`config.mk`:
```
export PLATFORM = sky130hd
export DESIGN_NAME = reservation_station_flat
export DESIGN_NICKNAME = d
export VERILOG_FILES = /design/src/rtl/reservation_station_if.sv /design/src/rtl/reservation_station.sv /design/src/flat_wrapper.sv
export SDC_FILE = /design/constraint.sdc
export NUM_CORES = 1
export LEC_CHECK = 0
export ABC_AREA = 1
export CAP_MARGIN = 5
export CORE_AREA = 2 2 231 233
export CTS_CLUSTER_DIAMETER = 30
export DETAILED_ROUTE_END_ITERATION = 7
export DIE_AREA = 0 0 233 235
export MAX_ROUTING_LAYER = met4
export PLACE_DENSITY = 0.41
export SLEW_MARGIN = 5
export SYNTH_ARGS = -nofsm -noshare
export SYNTH_HDL_FRONTEND = slang
export SYNTH_SLANG_ARGS = --single-unit
```
`constraint.sdc`:
```
create_clock -name clock -period 1.9 [get_ports clock]
set_input_delay 0.475 -clock clock [delete_from_list [all_inputs] [get_ports clock]]
set_output_delay 0.475 -clock clock [all_outputs]
set_load 0.03 [all_outputs]
```
`src/rtl/reservation_station_if.sv`:
```
// Issue, CDB snoop and functional-unit dispatch signals of one reservation station.
// The station itself uses the slave view; whoever feeds it (decode, CDB, FU) uses master.
interface reservation_station_if;
  // issue side
  logic        issue_valid;
  logic        issue_ready;
  logic [2:0]  issue_tag;
  logic [15:0] issue_instruction;
  logic [15:0] issue_vj;
  logic [15:0] issue_vk;
  logic [2:0]  issue_qj;
  logic [2:0]  issue_qk;
  logic        issue_qj_pend;
  logic        issue_qk_pend;
  // common data bus
  logic        cdb_valid;
  logic [2:0]  cdb_tag;
  logic [15:0] cdb_data;
  // functional unit
  logic        fu_instructIn;
  logic [15:0] fu_instruction;
  logic [15:0] fu_reg1;
  logic [15:0] fu_reg2;
  logic [2:0]  fu_code;
  logic        fu_done;
  logic [2:0]  fu_code_ret;

  modport slave (
    input  issue_valid, issue_instruction, issue_vj, issue_vk,
           issue_qj, issue_qk, issue_qj_pend, issue_qk_pend,
           cdb_valid, cdb_tag, cdb_data, fu_done, fu_code_ret,
    output issue_ready, issue_tag,
           fu_instructIn, fu_instruction, fu_reg1, fu_reg2, fu_code
  );

  modport master (
    output issue_valid, issue_instruction, issue_vj, issue_vk,
           issue_qj, issue_qk, issue_qj_pend, issue_qk_pend,
           cdb_valid, cdb_tag, cdb_data, fu_done, fu_code_ret,
    input  issue_ready, issue_tag,
           fu_instructIn, fu_instruction, fu_reg1, fu_reg2, fu_code
  );
endinterface

```
`src/rtl/reservation_station.sv`:
```
// Reservation station for one arithmetic functional unit (Tomasulo issue buffer).
// Entries wait for operands by snooping the CDB; ready entries are dispatched one at
// a time (lowest index first) and freed when the FU returns done with the entry's tag.
module reservation_station #(
  parameter int NUM_ENTRIES = 3,
  parameter int TAG_BASE    = 1
) (
  input  logic                 clock,
  input  logic                 reset_n,
  reservation_station_if.slave bus
);
  localparam int         IDX_W = (NUM_ENTRIES > 1) ? $clog2(NUM_ENTRIES) : 1;
  localparam logic [2:0] TAG0  = 3'(TAG_BASE);

  // IDLE: looking for a ready entry; ISSUE: strobe cycle; WAIT: awaiting FU done
  typedef enum logic [1:0] {S_IDLE, S_ISSUE, S_WAIT} state_t;
  state_t r_state, w_state_next;

  // entry storage
  logic [NUM_ENTRIES-1:0] r_busy, r_inflight, r_qj_pend, r_qk_pend;
  logic [15:0]            r_instr [NUM_ENTRIES];
  logic [15:0]            r_vj    [NUM_ENTRIES];
  logic [15:0]            r_vk    [NUM_ENTRIES];
  logic [2:0]             r_qj    [NUM_ENTRIES];
  logic [2:0]             r_qk    [NUM_ENTRIES];

  // registered dispatch outputs
  logic        r_fu_instructIn;
  logic [15:0] r_fu_instruction, r_fu_reg1, r_fu_reg2;
  logic [2:0]  r_fu_code;

  logic [NUM_ENTRIES-1:0] w_free, w_ready, w_issue_sel, w_dispatch_sel, w_complete_sel;
  logic [NUM_ENTRIES-1:0] w_snoop_j, w_snoop_k;
  logic                   w_any_free, w_any_ready;
  logic [IDX_W-1:0]       w_free_idx, w_ready_idx;
  logic                   w_issue_accept, w_dispatch, w_complete;
  logic                   w_bypass_j, w_bypass_k;

  // An operand being issued that the CDB is broadcasting right now is captured directly.
  assign w_bypass_j     = bus.cdb_valid && bus.issue_qj_pend && (bus.issue_qj == bus.cdb_tag);
  assign w_bypass_k     = bus.cdb_valid && bus.issue_qk_pend && (bus.issue_qk == bus.cdb_tag);
  assign w_issue_accept = bus.issue_valid && w_any_free;

  for (genvar gi = 0; gi < NUM_ENTRIES; gi++) begin : g_entry
    localparam logic [2:0] TAG = 3'(TAG_BASE + gi);
    assign w_free[gi]         = !r_busy[gi];
    assign w_ready[gi]        = r_busy[gi] && !r_inflight[gi] && !r_qj_pend[gi] && !r_qk_pend[gi];
    assign w_issue_sel[gi]    = w_issue_accept && (w_free_idx == IDX_W'(gi));
    assign w_dispatch_sel[gi] = w_dispatch && (w_ready_idx == IDX_W'(gi));
    assign w_complete_sel[gi] = w_complete && (r_fu_code == TAG);
    assign w_snoop_j[gi]      = bus.cdb_valid && r_busy[gi] && r_qj_pend[gi] && (r_qj[gi] == bus.cdb_tag);
    assign w_snoop_k[gi]      = bus.cdb_valid && r_busy[gi] && r_qk_pend[gi] && (r_qk[gi] == bus.cdb_tag);
  end

  // Lowest-index free entry (for issue) and lowest-index ready entry (for dispatch).
  always_comb begin
    w_any_free  = 1'b0;
    w_any_ready = 1'b0;
    w_free_idx  = '0;
    w_ready_idx = '0;
    for (int i = NUM_ENTRIES - 1; i >= 0; i--) begin
      if (w_free[i]) begin
        w_any_free = 1'b1;
        w_free_idx = IDX_W'(i);
      end
      if (w_ready[i]) begin
        w_any_ready = 1'b1;
        w_ready_idx = IDX_W'(i);
      end
    end
  end

  // Dispatch FSM state register.
  always_ff @(posedge clock or negedge reset_n) begin
    if (!reset_n) r_state <= S_IDLE;
    else          r_state <= w_state_next;
  end

  // Next state; done is only honoured in WAIT so a sticky done cannot retire a fresh op.
  always_comb begin
    w_state_next = r_state;
    w_dispatch   = 1'b0;
    w_complete   = 1'b0;
    case (r_state)
      S_IDLE: begin
        if (w_any_ready) begin
          w_state_next = S_ISSUE;
          w_dispatch   = 1'b1;
        end
      end
      S_ISSUE: w_state_next = S_WAIT;
      S_WAIT: begin
        if (bus.fu_done && (bus.fu_code_ret == r_fu_code)) begin
          w_state_next = S_IDLE;
          w_complete   = 1'b1;
        end
      end
      default: w_state_next = S_IDLE;
    endcase
  end

  // Entry update: issue load (with CDB bypass), operand snoop, inflight marking, retire.
  always_ff @(posedge clock or negedge reset_n) begin
    if (!reset_n) begin
      r_busy     <= '0;
      r_inflight <= '0;
      r_qj_pend  <= '0;
      r_qk_pend  <= '0;
      for (int i = 0; i < NUM_ENTRIES; i++) begin
        r_instr[i] <= '0;
        r_vj[i]    <= '0;
        r_vk[i]    <= '0;
        r_qj[i]    <= '0;
        r_qk[i]    <= '0;
      end
    end else begin
      for (int i = 0; i < NUM_ENTRIES; i++) begin
        if (w_issue_sel[i]) begin
          r_busy[i]     <= 1'b1;
          r_inflight[i] <= 1'b0;
          r_instr[i]    <= bus.issue_instruction;
          r_qj[i]       <= bus.issue_qj;
          r_qk[i]       <= bus.issue_qk;
          r_vj[i]       <= w_bypass_j ? bus.cdb_data : bus.issue_vj;
          r_vk[i]       <= w_bypass_k ? bus.cdb_data : bus.issue_vk;
          r_qj_pend[i]  <= bus.issue_qj_pend && !w_bypass_j;
          r_qk_pend[i]  <= bus.issue_qk_pend && !w_bypass_k;
        end else begin
          if (w_snoop_j[i]) begin
            r_vj[i]      <= bus.cdb_data;
            r_qj_pend[i] <= 1'b0;
          end
          if (w_snoop_k[i]) begin
            r_vk[i]      <= bus.cdb_data;
            r_qk_pend[i] <= 1'b0;
          end
          if (w_dispatch_sel[i]) r_inflight[i] <= 1'b1;
          if (w_complete_sel[i]) begin
            r_busy[i]     <= 1'b0;
            r_inflight[i] <= 1'b0;
          end
        end
      end
    end
  end

  // Dispatch output registers: load from the winner, strobe for exactly one cycle.
  always_ff @(posedge clock or negedge reset_n) begin
    if (!reset_n) begin
      r_fu_instructIn  <= 1'b0;
      r_fu_instruction <= '0;
      r_fu_reg1        <= '0;
      r_fu_reg2        <= '0;
      r_fu_code        <= '0;
    end else if (w_dispatch) begin
      r_fu_instructIn  <= 1'b1;
      r_fu_instruction <= r_instr[w_ready_idx];
      r_fu_reg1        <= r_vj[w_ready_idx];
      r_fu_reg2        <= r_vk[w_ready_idx];
      r_fu_code        <= TAG0 + 3'(w_ready_idx);
    end else if (r_state == S_ISSUE) begin
      r_fu_instructIn  <= 1'b0;
    end
  end

  // issue_ready is forced low while reset is asserted.
  assign bus.issue_ready    = w_any_free && reset_n;
  assign bus.issue_tag      = TAG0 + 3'(w_free_idx);
  assign bus.fu_instructIn  = r_fu_instructIn;
  assign bus.fu_instruction = r_fu_instruction;
  assign bus.fu_reg1        = r_fu_reg1;
  assign bus.fu_reg2        = r_fu_reg2;
  assign bus.fu_code        = r_fu_code;
endmodule
```
`src/flat_wrapper.sv`:
```
// flat-port wrapper written by rule: the top's interface ports become plain ports
module reservation_station_flat 
#(
  parameter int NUM_ENTRIES = 3,
  parameter int TAG_BASE    = 1
)
  (clock, reset_n, bus_issue_valid, bus_issue_instruction, bus_issue_vj, bus_issue_vk, bus_issue_qj, bus_issue_qk, bus_issue_qj_pend, bus_issue_qk_pend, bus_cdb_valid, bus_cdb_tag, bus_cdb_data, bus_fu_done, bus_fu_code_ret, bus_issue_ready, bus_issue_tag, bus_fu_instructIn, bus_fu_instruction, bus_fu_reg1, bus_fu_reg2, bus_fu_code);
  reservation_station_if bus_i ();
  input  logic clock;
  input  logic reset_n;
  input wire logic [$bits(bus_i.issue_valid)-1:0] bus_issue_valid;
  input wire logic [$bits(bus_i.issue_instruction)-1:0] bus_issue_instruction;
  input wire logic [$bits(bus_i.issue_vj)-1:0] bus_issue_vj;
  input wire logic [$bits(bus_i.issue_vk)-1:0] bus_issue_vk;
  input wire logic [$bits(bus_i.issue_qj)-1:0] bus_issue_qj;
  input wire logic [$bits(bus_i.issue_qk)-1:0] bus_issue_qk;
  input wire logic [$bits(bus_i.issue_qj_pend)-1:0] bus_issue_qj_pend;
  input wire logic [$bits(bus_i.issue_qk_pend)-1:0] bus_issue_qk_pend;
  input wire logic [$bits(bus_i.cdb_valid)-1:0] bus_cdb_valid;
  input wire logic [$bits(bus_i.cdb_tag)-1:0] bus_cdb_tag;
  input wire logic [$bits(bus_i.cdb_data)-1:0] bus_cdb_data;
  input wire logic [$bits(bus_i.fu_done)-1:0] bus_fu_done;
  input wire logic [$bits(bus_i.fu_code_ret)-1:0] bus_fu_code_ret;
  output wire logic [$bits(bus_i.issue_ready)-1:0] bus_issue_ready;
  output wire logic [$bits(bus_i.issue_tag)-1:0] bus_issue_tag;
  output wire logic [$bits(bus_i.fu_instructIn)-1:0] bus_fu_instructIn;
  output wire logic [$bits(bus_i.fu_instruction)-1:0] bus_fu_instruction;
  output wire logic [$bits(bus_i.fu_reg1)-1:0] bus_fu_reg1;
  output wire logic [$bits(bus_i.fu_reg2)-1:0] bus_fu_reg2;
  output wire logic [$bits(bus_i.fu_code)-1:0] bus_fu_code;
  assign bus_i.issue_valid = bus_issue_valid;
  assign bus_i.issue_instruction = bus_issue_instruction;
  assign bus_i.issue_vj = bus_issue_vj;
  assign bus_i.issue_vk = bus_issue_vk;
  assign bus_i.issue_qj = bus_issue_qj;
  assign bus_i.issue_qk = bus_issue_qk;
  assign bus_i.issue_qj_pend = bus_issue_qj_pend;
  assign bus_i.issue_qk_pend = bus_issue_qk_pend;
  assign bus_i.cdb_valid = bus_cdb_valid;
  assign bus_i.cdb_tag = bus_cdb_tag;
  assign bus_i.cdb_data = bus_cdb_data;
  assign bus_i.fu_done = bus_fu_done;
  assign bus_i.fu_code_ret = bus_fu_code_ret;
  assign bus_issue_ready = bus_i.issue_ready;
  assign bus_issue_tag = bus_i.issue_tag;
  assign bus_fu_instructIn = bus_i.fu_instructIn;
  assign bus_fu_instruction = bus_i.fu_instruction;
  assign bus_fu_reg1 = bus_i.fu_reg1;
  assign bus_fu_reg2 = bus_i.fu_reg2;
  assign bus_fu_code = bus_i.fu_code;
  reservation_station #(.NUM_ENTRIES(NUM_ENTRIES), .TAG_BASE(TAG_BASE)) u_core (.clock(clock), .reset_n(reset_n), .bus(bus_i));
endmodule
```
==> results.md, run 1 <==
- Worst EP required: roughly 1.4 ns
- CP max stage delay: roughly 0.43 ns
- Iteration-0 DRC Markers: between 1000 and 1500
- Final setup viols: 1
- Failing checks: negative setup slack
- Top cells by count, synth: nand3_1, nand2_1, dfrtp_1
- Final wirelength: 52240 um
- Max Cap Viol: 0
- Hold Fails Final Rpt: 0
- CP Launch Type: flop
- ANT nets after route: 0
- Share of layout cells above drive strength 1: 14.61%
- Worst skew pair latency: around 0.60 ns
- Pin count of the biggest net entering global routing: around 120
- Sw Pwr: roughly 0.013 W
- Clock slew at reported path FFs: 0.04 ns
- Grt total ovfl: 0
- Initial antenna violation count: 0
- Die area: 54760 um^2
- Sw Share: between 30% and 40%
- Tightest Pin Transition: 0.8351 ns
- Main synth FF type: dfrtp_1
- Worst hold slack: between 0.4 and 0.5 ns
- VDD IR-drop max: between 900 and 1000 uV
- Cell with the most instances after synthesis: nand3_1
- RSZ-0062 raised after global routing: yes
- Total Power: roughly 0.034 W
- Hold EP: u_core.r_instr[2]
- Worst Setup End Kind: output port
- CTS Sinks: 228
- Critical path class: flop to output port
- Post-layout minimum cycle time: roughly 1.9 ns
- CTS tree: done
- Post-route DRC: 0
- DR pass1 iterations: 5
- R2R Setup Slk: 0.05 ns
- Fin crit share: 100.9%
- Placeable Area: roughly 52000 um^2
- Crit path cell chain: buf_6, nand2_4, nand2_2, inv_2, buf_6
- Seq pwr share: 25.1%
- Post-Syn Nets: ~1900
- Vias in the first global route: between 10000 and 15000
- GRT met3 Usage: approximately 3.8%
- CP Data Arrival Time: 1.44 ns
- Reg2Reg Depth: 11
- Level count of the clock H-tree: 3
- Die Y: approximately 240 um
- Area Growth Syn to Fin: 41.31%
- Lkg Pwr: roughly 9.5 nW
- Reg-to-Reg End: u_core.r_vj[25]
- Yosys reg bits: 228
- CP most frequent cell: buf_6
- Number of fill cells in the layout: between 5000 and 6000
- Mapped Area: between 10000 and 15000 um^2
- Synth top area share: around 44%
- Initial Utilization: about a quarter
- Num CTS Buffers: 74
- CTS Root Cell: clkbuf_16
- Met2 GRT Util: roughly 29%
- M1 GR Usage: 28.18%
- Power per cell area: 1836 nW/um^2
- Drt via density: 4.625
- First-pass GRT wire length: 80810 um
- Setup ws final: -0.01731 ns
- Tightest Hold Check Type: flop to flop
- Netlist cell types: 31
- Clock buffer depth: 3
- Critical R2R Launch: u_core.r_busy[0]
- Comb power frac: around two fifths
- Async SR Flop Fraction: 100.0%
- Antenna cells: 0
- Crit-path slowest cell: dfrtp_2
- GRT Overall Usage: about a fifth
- Grt peak-use layer: met2
- Crit path max fanout: 3
- Die width: ~230 um
- TNS Setup: -0.01731 ns
- Cells on Worst Hold Path: 2
- Seq/Total Area, Yosys: between 40 and 50%
- I/O pin cnt: 139
- Clock group share of total power: 36.5%
- Via count: around 13000
- Yosys Warn Count: 0
- # rows: 84
- Area contributors post-synth: dfrtp_1, nand3_1, nand2_1, inv_1, o21ai_0
- Routability cong.: 0.9261
- Syn Inst Count: 1806
- Mean Syn Cell Area: between 7 and 8 um^2
- Routed len/inst: approximately 19 um
- Number of flops mapped to enable cells by yosys: 0
- Status: finished, violations left
- Final Max Tran Viols: 0
- Register area: 5708 um^2
- Final net count: between 2000 and 2500
- Final Skew: between 0.02 and 0.03 ns
- Area of the multi-input gates: slightly below 6000 um^2
- Hold path start: u_core.r_instr[2]
- Yosys top cell by area: dfrtp_1
- HPWL after DPL: ~37000 um
- Worst slew margin: around 44%
- Int Pwr: between 0.02 and 0.025 W
- Port bufs: 137
- Max Clk Rate: between 500 and 600 MHz
==> power by group through the flow <==
| stage | sequential (W) | combinational [W] | clock [W] |
|---|---|---|---|
| floorplan | 0.00888 | 0.00738 | 0 |
| global placement | 0.00845 | 0.0129 | 0 |
| detailed placement | 0.00850 | 0.0130 | 0 |
| CTS | 0.00842 | 0.0130 | 0.0125 |
| global route | 0.00870 | 0.0144 | 0.0128 |
| finish | 0.00841 | 0.0129 | 0.0123 |
==> kinds of logic (layout without fill, tap and decap cells) <==
kind of cell | after synthesis | in the layout | synth area share (%)
simple gates | 1162 | 1162 | 40.91
xor+xnor | 1 | 1 | 0.06772
flops | 228 | 228 | 44.10
compound gates | 77 | 77 | 3.134
other cells | 1 | 1 | 0.02899
buf+inv | 337 | 605 | 11.75
==> layout by cell type (no fill, tap or decap), drive strengths merged <==
cell type,instances
a21oi,3
a31oi,1
and2,1
buf,109
bufinv,7
clkbuf,106
clkdlybuf4s15,12
clkdlybuf4s50,81
clkinv,41
clkinvlp,1
conb,1
dfrtp,228
dlygate4sd2,40
dlygate4sd3,2
inv,206
nand2,557
nand3,535
nand4,4
nor2,62
nor3,3
o21ai,73
xor2,1
==> state kept, by name, indices dropped and copies added (netlist names), 9 cells and up <==
register and flops:
u_core.bus.fu_reg1 16, u_core.r_instr 48, u_core.r_qk 9, u_core.r_vk 48
u_core.bus.fu_reg2 16, u_core.r_qj 9, u_core.bus.fu_instruction 16, u_core.r_vj 48
==> through the flow <==
stage	std cells	setup WS (ns)	cell area, um^2	utilization, %
4_1_cts	2761	-0.03620	18250	34.93
3_5_place_dp	2620	-0.3642	15670	29.99
2_1_floorplan	1806	0.3110	12940	-
3_3_place_gp	2620	-0.3630	15670	29.99
5_1_grt	2762	-0.05313	18280	35.00
6_report	2762	-0.01731	18280	35.00
==> layer usage <==
metal,wire length [um],vias up,share of wire (%)
met1,25390,6054,49
met3,2996,86,5.7
met2,22200,394,43
met5,0,-,0
li1,-,6240,-
met4,1643,0,3.1
==> final cells by class <==
cell class / instances / share of cell area (%)
sequential: 228 / 31.23
tap: 688 / 4.709
clock buffer: 106 / 11.45
inverter: 228 / 4.709
clock inverter: 27 / 2.334
multi-input combinational: 1241 / 31.58
timing repair buffer: 244 / 13.99
==> worst max-delay path by stage <==
stage	endpoint	slack [ns]	from
3_3_place_gp	u_core.r_vk[29]	-0.36	bus_cdb_tag[2]
4_1_cts	bus_issue_ready	-0.04	u_core.r_busy[0]
3_5_place_dp	u_core.r_qj_pend[0]	-0.36	bus_cdb_tag[2]
5_1_grt	bus_issue_ready	-0.05	u_core.r_busy[1]
6_report	bus_issue_ready	-0.02	u_core.r_busy[0]
2_1_floorplan	u_core.r_vk[45]	0.31	bus_cdb_tag[2]
==> critical path: cells and delay by family (launching register included) <==
kind / cells / cell delay [ns]
and+or+nand+nor: 2 / 0.10
buffers and inverters: 3 / 0.31
DFF: 1 / 0.43
==> timing repair <==
| action | in CTS | in global routing |
|---|---|---|
| setup buffers | 7 | 0 |
| pin swaps | 5 | 0 |
| hold endpoints to repair | 3 | 2 |
| setup endpoints to repair | 55 | 25 |
| hold buffers | 1 | 1 |
| resized for setup | 85 | 8 |
No activity file was read; power rests on OpenSTA's default activity.
==> run 2, diff against run 1 <==
--- a/config.mk
+++ b/config.mk
@@ -6,7 +6,6 @@
 export NUM_CORES = 1
 export LEC_CHECK = 0
 export ABC_AREA = 1
-export CAP_MARGIN = 5
 export CORE_AREA = 2 2 231 233
 export CTS_CLUSTER_DIAMETER = 30
 export DETAILED_ROUTE_END_ITERATION = 7
@@ -17,3 +16,4 @@
 export SYNTH_ARGS = -nofsm -noshare
 export SYNTH_HDL_FRONTEND = slang
 export SYNTH_SLANG_ARGS = --single-unit
+export TNS_END_PERCENT = 20
==> run 2 against run 1 <==
  * Sequential share of layout area rose by 0.099 points
  * Critical path type unchanged
  * Critical endpoint unchanged
  * Setup slack got worse by 0.037 ns
  * Maximum frequency fell by 1.9%
  * Routed wire length fell by 0.11%
  * Non-clock buffer count fell by 4
  * Total power fell by 0.29%
  * Cell area fell by 0.29%
  * The run still ends with negative setup slack left
  * Combinational power barely moved
==> results.md, run 2 (synthesis results as in run 1) <==
- Final wirelength: 52180 um
- Tightest Pin Transition: ~0.84 ns
- Most common cell after layout, fill and taps aside: nand3_1
- Area Growth Syn to Fin: 40.89%
- Clock group share of total power: a little under two fifths
- Final setup viols: 2
- CTS tree: done
- # rows: 84
- Worst skew pair latency: 0.61 ns
- Setup ws final: -0.05391 ns
- Via count: 12782
- Comb power frac: 38.2%
- CP Data Arrival Time: between 1 and 1.5 ns
- DR pass1 iterations: 6
- Power per cell area: roughly 1800 nW/um^2
- Worst EP required: between 1 and 1.5 ns
- Clock slew at reported path FFs: approximately 0.040 ns
- Placeable Area: 52240 um^2
- Initial Utilization: around a quarter
- Post-route DRC: 0
- TNS Setup: -0.09275 ns
- Share of layout cells above drive strength 1: roughly 14%
- CP max stage delay: between 0.4 and 0.5 ns
- Critical path class: flop to output port
- Crit path cell chain: buf_6, nand2_4, nand2_2, inv_2, buf_6
- Routability cong.: 0.9261
- Max Cap Viol: 0
- I/O pin cnt: between 100 and 150
- Die width: roughly 230 um
- Drt via density: between 4 and 5
- Final net count: ~2100
- Commonest non-fill, non-tap cells in the layout: nand3_1, nand2_1, dfrtp_1
- CTS Root Cell: clkbuf_16
- Sw Pwr: roughly 0.013 W
- Die Y: roughly 240 um
- Pin count of the biggest net entering global routing: between 100 and 150
- Port bufs: approximately 140
- Regs by FF count: u_core.r_instr (48), u_core.r_vj (48), u_core.r_vk (48)
- Crit path buf inv count: 3
- Sw Share: between 30 and 40%
- VDD IR-drop max: roughly 900 uV
- CP most frequent cell: buf_6
- Max Clk Rate: 511.8 MHz
- Crit path max fanout: 5
- Worst slew margin: 44.04%
- ANT nets after route: 0
- Tightest Hold Check Type: flop to flop
- Status: finished, violations left
- Level count of the clock H-tree: 3
- Failing checks: negative setup slack
- Routed len/inst: around 19 um
- Final Max Tran Viols: 0
- Crit-path slowest cell: dfrtp_2
- RSZ-0062 raised after global routing: yes
- Hold Fails Final Rpt: 0
- Post-layout util: roughly a third
- CP Launch Type: flop
- Antenna cells: 0
- Final Skew: around 0.031 ns
- Worst hold slack: ~0.48 ns
- Int Pwr: around 0.02 W
- Num CTS Buffers: between 70 and 80
- Initial antenna violation count: 0
- Die area: around 55000 um^2
- First-pass GRT wire length: about 81000 um
- HPWL after DPL: roughly 37000 um
- CP delay by family, top: flip-flops
- Placed Cells incl. Taps: roughly 2600
- Seq pwr share: about a quarter
- CTS Sinks: approximately 230
- Fin crit share: 102.8%
- Lkg Pwr: between 9 and 10 nW
- GRT Overall Usage: 20.11%
- Post-layout minimum cycle time: 1.954 ns
- Clock buffer depth: 3
- Final cell count without fillers: between 2000 and 3000
- Iteration-0 DRC Markers: 1071
- Worst Setup End Kind: output port
- Vias in the first global route: 12771
- Grt total ovfl: 0
## run 2: changes by cell type in the layout (fill, tap and decap cells not counted)
| cell | previous run | this run |
|---|---|---|
| nor2_2 | 6 | 7 |
| nand3_1 | 530 | 531 |
| dfrtp_2 | 2 | 3 |
| nand2_1 | 525 | 526 |
| buf_6 | 6 | 4 |
| dfrtp_1 | 226 | 225 |
| nand3_2 | 4 | 3 |
| buf_4 | 70 | 68 |
| nor2_4 | 11 | 10 |
| nand2_4 | 15 | 14 |
## run 2: what timing repair did
| action | in CTS | in global routing |
|---|---|---|
| gates resized for setup | 75 | 13 |
| pin swaps | 1 | 0 |
| endpoints found under the setup margin | 55 | 7 |
| hold buffers | 1 | 1 |
| endpoints found under the hold margin | 7 | 2 |
| buffers inserted | 0 | 3 |
## run 2: worst paths after layout
| check | from | to | slack [ns] | depth (start not counted) |
|---|---|---|---|---|
| worst max register to register | u_core.r_qj_pend[0] | u_core.bus.fu_reg2[3] | 0.19 | 7 |
| min in group asynchronous | reset_n | u_core.r_instr[45] | 0.52 | 3 |
| worst min-delay path | u_core.r_instr[2] | u_core.r_instr[2] | 0.48 | 2 |
| worst min register to register | u_core.r_instr[2] | u_core.r_instr[2] | 0.48 | 2 |
| max in group asynchronous | reset_n | u_core.r_vk[34] | 0.65 | 3 |
| worst max-delay path | u_core.r_busy[0] | bus_issue_ready | -0.05 | 5 |
## run 2: tightest hold or removal path: stages, from the launching register on
cell and delay [ns]:
dfrtp_1 0.33, nand2_1 0.05, o21ai_0 0.06
## run 2: layout make-up
cell class	instances	area, um^2
multi-input combinational	1241	5756
clock buffer	106	2093
tap	688	860.8
clock inverter	27	426.7
sequential	228	5709
timing repair buffer	240	2520
fill	5521	34010
inverter	228	860.8
## run 2: stage by stage
step                      setup WS (ns)  power, W  cell area (um^2)
after floorplan                  0.3110   0.01626             12940
after global routing           -0.08925   0.03584             18230
after CTS                       -0.1332   0.03373             18170
final                          -0.05391   0.03347             18230
after global placement          -0.3630   0.02139             15670
after detailed placement        -0.3642   0.02150             15670
## run 2: power groups by stage
stage	logic (W)	registers [W]	clock network, W
final	0.0128	0.00842	0.0123
after global routing	0.0143	0.00871	0.0128
after CTS	0.0128	0.00844	0.0125
after detailed placement	0.0130	0.00850	0
after global placement	0.0129	0.00845	0
after floorplan	0.00738	0.00888	0
## run 2: per-layer routing
metal  GRT usage, %  wire, um  vias up
met5              -         0        -
met3          3.835      2950       89
met2          28.51     22260      391
met4          7.682      1657        0
li1               -         -     6235
met1          28.10     25310     6067
==> run 3, diff against run 2 <==
--- a/config.mk
+++ b/config.mk
@@ -7,11 +7,13 @@
 export LEC_CHECK = 0
 export ABC_AREA = 1
 export CORE_AREA = 2 2 231 233
-export CTS_CLUSTER_DIAMETER = 30
+export CTS_CLUSTER_DIAMETER = 150
+export CTS_CLUSTER_SIZE = 20
 export DETAILED_ROUTE_END_ITERATION = 7
 export DIE_AREA = 0 0 233 235
 export MAX_ROUTING_LAYER = met4
 export PLACE_DENSITY = 0.41
+export REMOVE_ABC_BUFFERS = 1
 export SLEW_MARGIN = 5
 export SYNTH_ARGS = -nofsm -noshare
 export SYNTH_HDL_FRONTEND = slang
==> run 3 against run 2 <==
  * The run now ends clean
  * Die area unchanged
  * Hold slack lost 0.39 ns
  * Critical path depth is 4 lower
  * Non-clock buffer count increased by 24
  * First-iteration DRC count fell by 3.9%
  * Clock skew increased by 0.0098 ns
  * Register-to-register slack is essentially flat
  * Routed wire length down 0.46%
  * Via count is 1.7% lower
  * Setup slack improved by 0.10 ns
  * Critical path type unchanged
==> results.md, run 3 (synthesis results as in run 1) <==
- Status: finished clean
- Die area: 54760 um^2
- # rows: 84
- TNS Setup: 0 ns
- Area of the multi-input gates: a little under 6000 um^2
- Level count of the clock H-tree: 1
- Vias in the first global route: 12828
- Commonest non-fill, non-tap cells in the layout: nand3_1, nand2_1, dfrtp_1
- CP Data Arrival Time: 1.37 ns
- I/O pin cnt: between 100 and 150
- Critical path class: flop to output port
- Reg2Reg Depth: 8
- Iteration-0 DRC Markers: 1029
- Routed len/inst: about 19 um
- Port bufs: around 140
- Tightest Hold Check Type: input port to asynchronous set/reset pin
- Regs by FF count: u_core.r_instr (48), u_core.r_vj (48), u_core.r_vk (48)
- Post-route DRC: 0
- Max Cap Viol: 0
- Power per cell area: 1526 nW/um^2
- CP delay by family, top: flip-flops
- Crit path cell chain: clkdlybuf4s15_2
- Final cell count without fillers: 2666
- Worst skew pair latency: 0.53 ns
- CTS tree: done
- Worst slew margin: between 40 and 50%
- Post-layout util: 31.39%
- Placeable Area: between 50000 and 60000 um^2
- Pin count of the biggest net entering global routing: between 100 and 150
- Tightest Pin Transition: approximately 0.80 ns
- Worst Setup End Kind: output port
- RSZ-0062 raised after global routing: yes
- CTS Sinks: between 200 and 250
- Routability cong.: between 0.8 and 0.9
- Initial antenna violation count: 0
- Via count: about 13000
- HPWL after DPL: around 35000 um
- Grt total ovfl: 0
- Num CTS Buffers: 15
- CP Launch Type: flop
- Die Y: around 240 um
- Most common cell after layout, fill and taps aside: nand3_1
- Final wirelength: ~52000 um
- Clock buffer depth: 3
- Hold Fails Final Rpt: 0
- ANT nets after route: 0
- Number of fill cells in the layout: 5705
- Max Clk Rate: between 500 and 600 MHz
- Fin crit share: a little over nine tenths
- CTS Root Cell: clkbuf_16
- Antenna cells: 0
- Share of layout cells above drive strength 1: between 10% and 20%
- Post-layout minimum cycle time: about 1.8 ns
- Reg-to-Reg End: u_core.bus.fu_reg2[4]
- DR pass1 iterations: 5
- Final setup viols: 0
- Crit-path slowest cell: dfrtp_1
- Critical R2R Launch: u_core.r_qk_pend[0]
- VDD IR-drop max: 842.9 uV
- First-pass GRT wire length: 79910 um
- CP max stage delay: around 0.50 ns
- GRT Overall Usage: 19.65%
- Total Power: approximately 0.025 W
- Final Skew: 0.04074 ns
- Die width: 233 um
- Lkg Pwr: approximately 8.6 nW
- Final Max Tran Viols: 0
- Clock slew at reported path FFs: 0.09 ns
- Drt via density: 4.714
- Register area: 5708 um^2
- Crit path max fanout: 2
- Placed Cells incl. Taps: about 2600
- Area Growth Syn to Fin: 26.75%
- Initial Utilization: 24.77%
- Crit path buf inv count: 1
- Worst EP required: roughly 1.4 ns
- Final net count: slightly above 2000
- R2R Setup Slk: 0.19 ns
[run 3: power by group]
| group | switching [W] | leakage (nW) | internal, W |
|---|---|---|---|
| Combinational | 0.00875 | 5.56 | 0.00467 |
| Sequential | 0.00123 | 2.85 | 0.00706 |
| Clock | 0.00186 | 0.196 | 0.00145 |
[run 3: worst max path at each step]
stage                               start         endpoint  slack, ns  cells past startpoint
floorplan                u_core.r_busy[1]   u_core.r_qj[4]      -1.66                      4
finish              u_core.bus.fu_reg2[8]   bus_fu_reg2[8]       0.05                      1
global route             u_core.r_busy[0]  bus_issue_ready      -0.01                      5
detailed placement         bus_cdb_tag[2]  u_core.r_vj[13]      -0.35                     10
CTS                 u_core.bus.fu_code[2]   bus_fu_code[2]      0.009                      1
global placement           bus_cdb_tag[2]  u_core.r_vj[13]      -0.33                     10
[run 3: routing by layer]
metal | vias to the layer above | routed length [um] | part of all wire, % | global-route usage [%]
met5 | - | 0 | 0 | -
met4 | 0 | 933 | 1.8 | 3.667
met3 | 55 | 2689 | 5.2 | 2.257
met2 | 374 | 24420 | 47 | 32.08
met1 | 6047 | 23900 | 46 | 26.35
li1 | 6092 | - | - | -
[run 3: area by class of cell]
class                   count  share of cell area, %
clock buffers              15                  2.289
clock inverters             2                 0.1526
inverters                 228                  5.250
multi-input cells        1241                  35.15
flip-flops and latches    228                  34.81
well taps                 688                  5.250
repair buffers            264                  17.09
[run 3: timing repair]
item	4_1_cts	5_1_grt
pin swaps	0	0
hold endpoints to repair	10	0
setup buffers	3	1
setup endpoints to repair	55	3
resized for setup	66	3
hold buffers	1	0
[run 3: worst reg2reg max path, delay by kind of cell, from the launching register on]
| family | cells | cell delay (ns) |
|---|---|---|
| and+or+nand+nor | 5 | 0.69 |
| DFF | 1 | 0.43 |
| buffers and inverters | 2 | 0.37 |
| AOI/OAI and AO/OA | 1 | 0.14 |
[run 3: through the flow]
stage | hold slack, ns | worst slack [ns] | area (um^2)
6_report | 0.08743 | 0.05011 | 16400
5_1_grt | 0.1053 | -0.01132 | 16400
4_1_cts | 0.08249 | 0.008535 | 16390
3_5_place_dp | 0.4731 | -0.3489 | 15990
3_3_place_gp | 0.4663 | -0.3276 | 15990
2_1_floorplan | 0.1794 | -1.663 | 12280
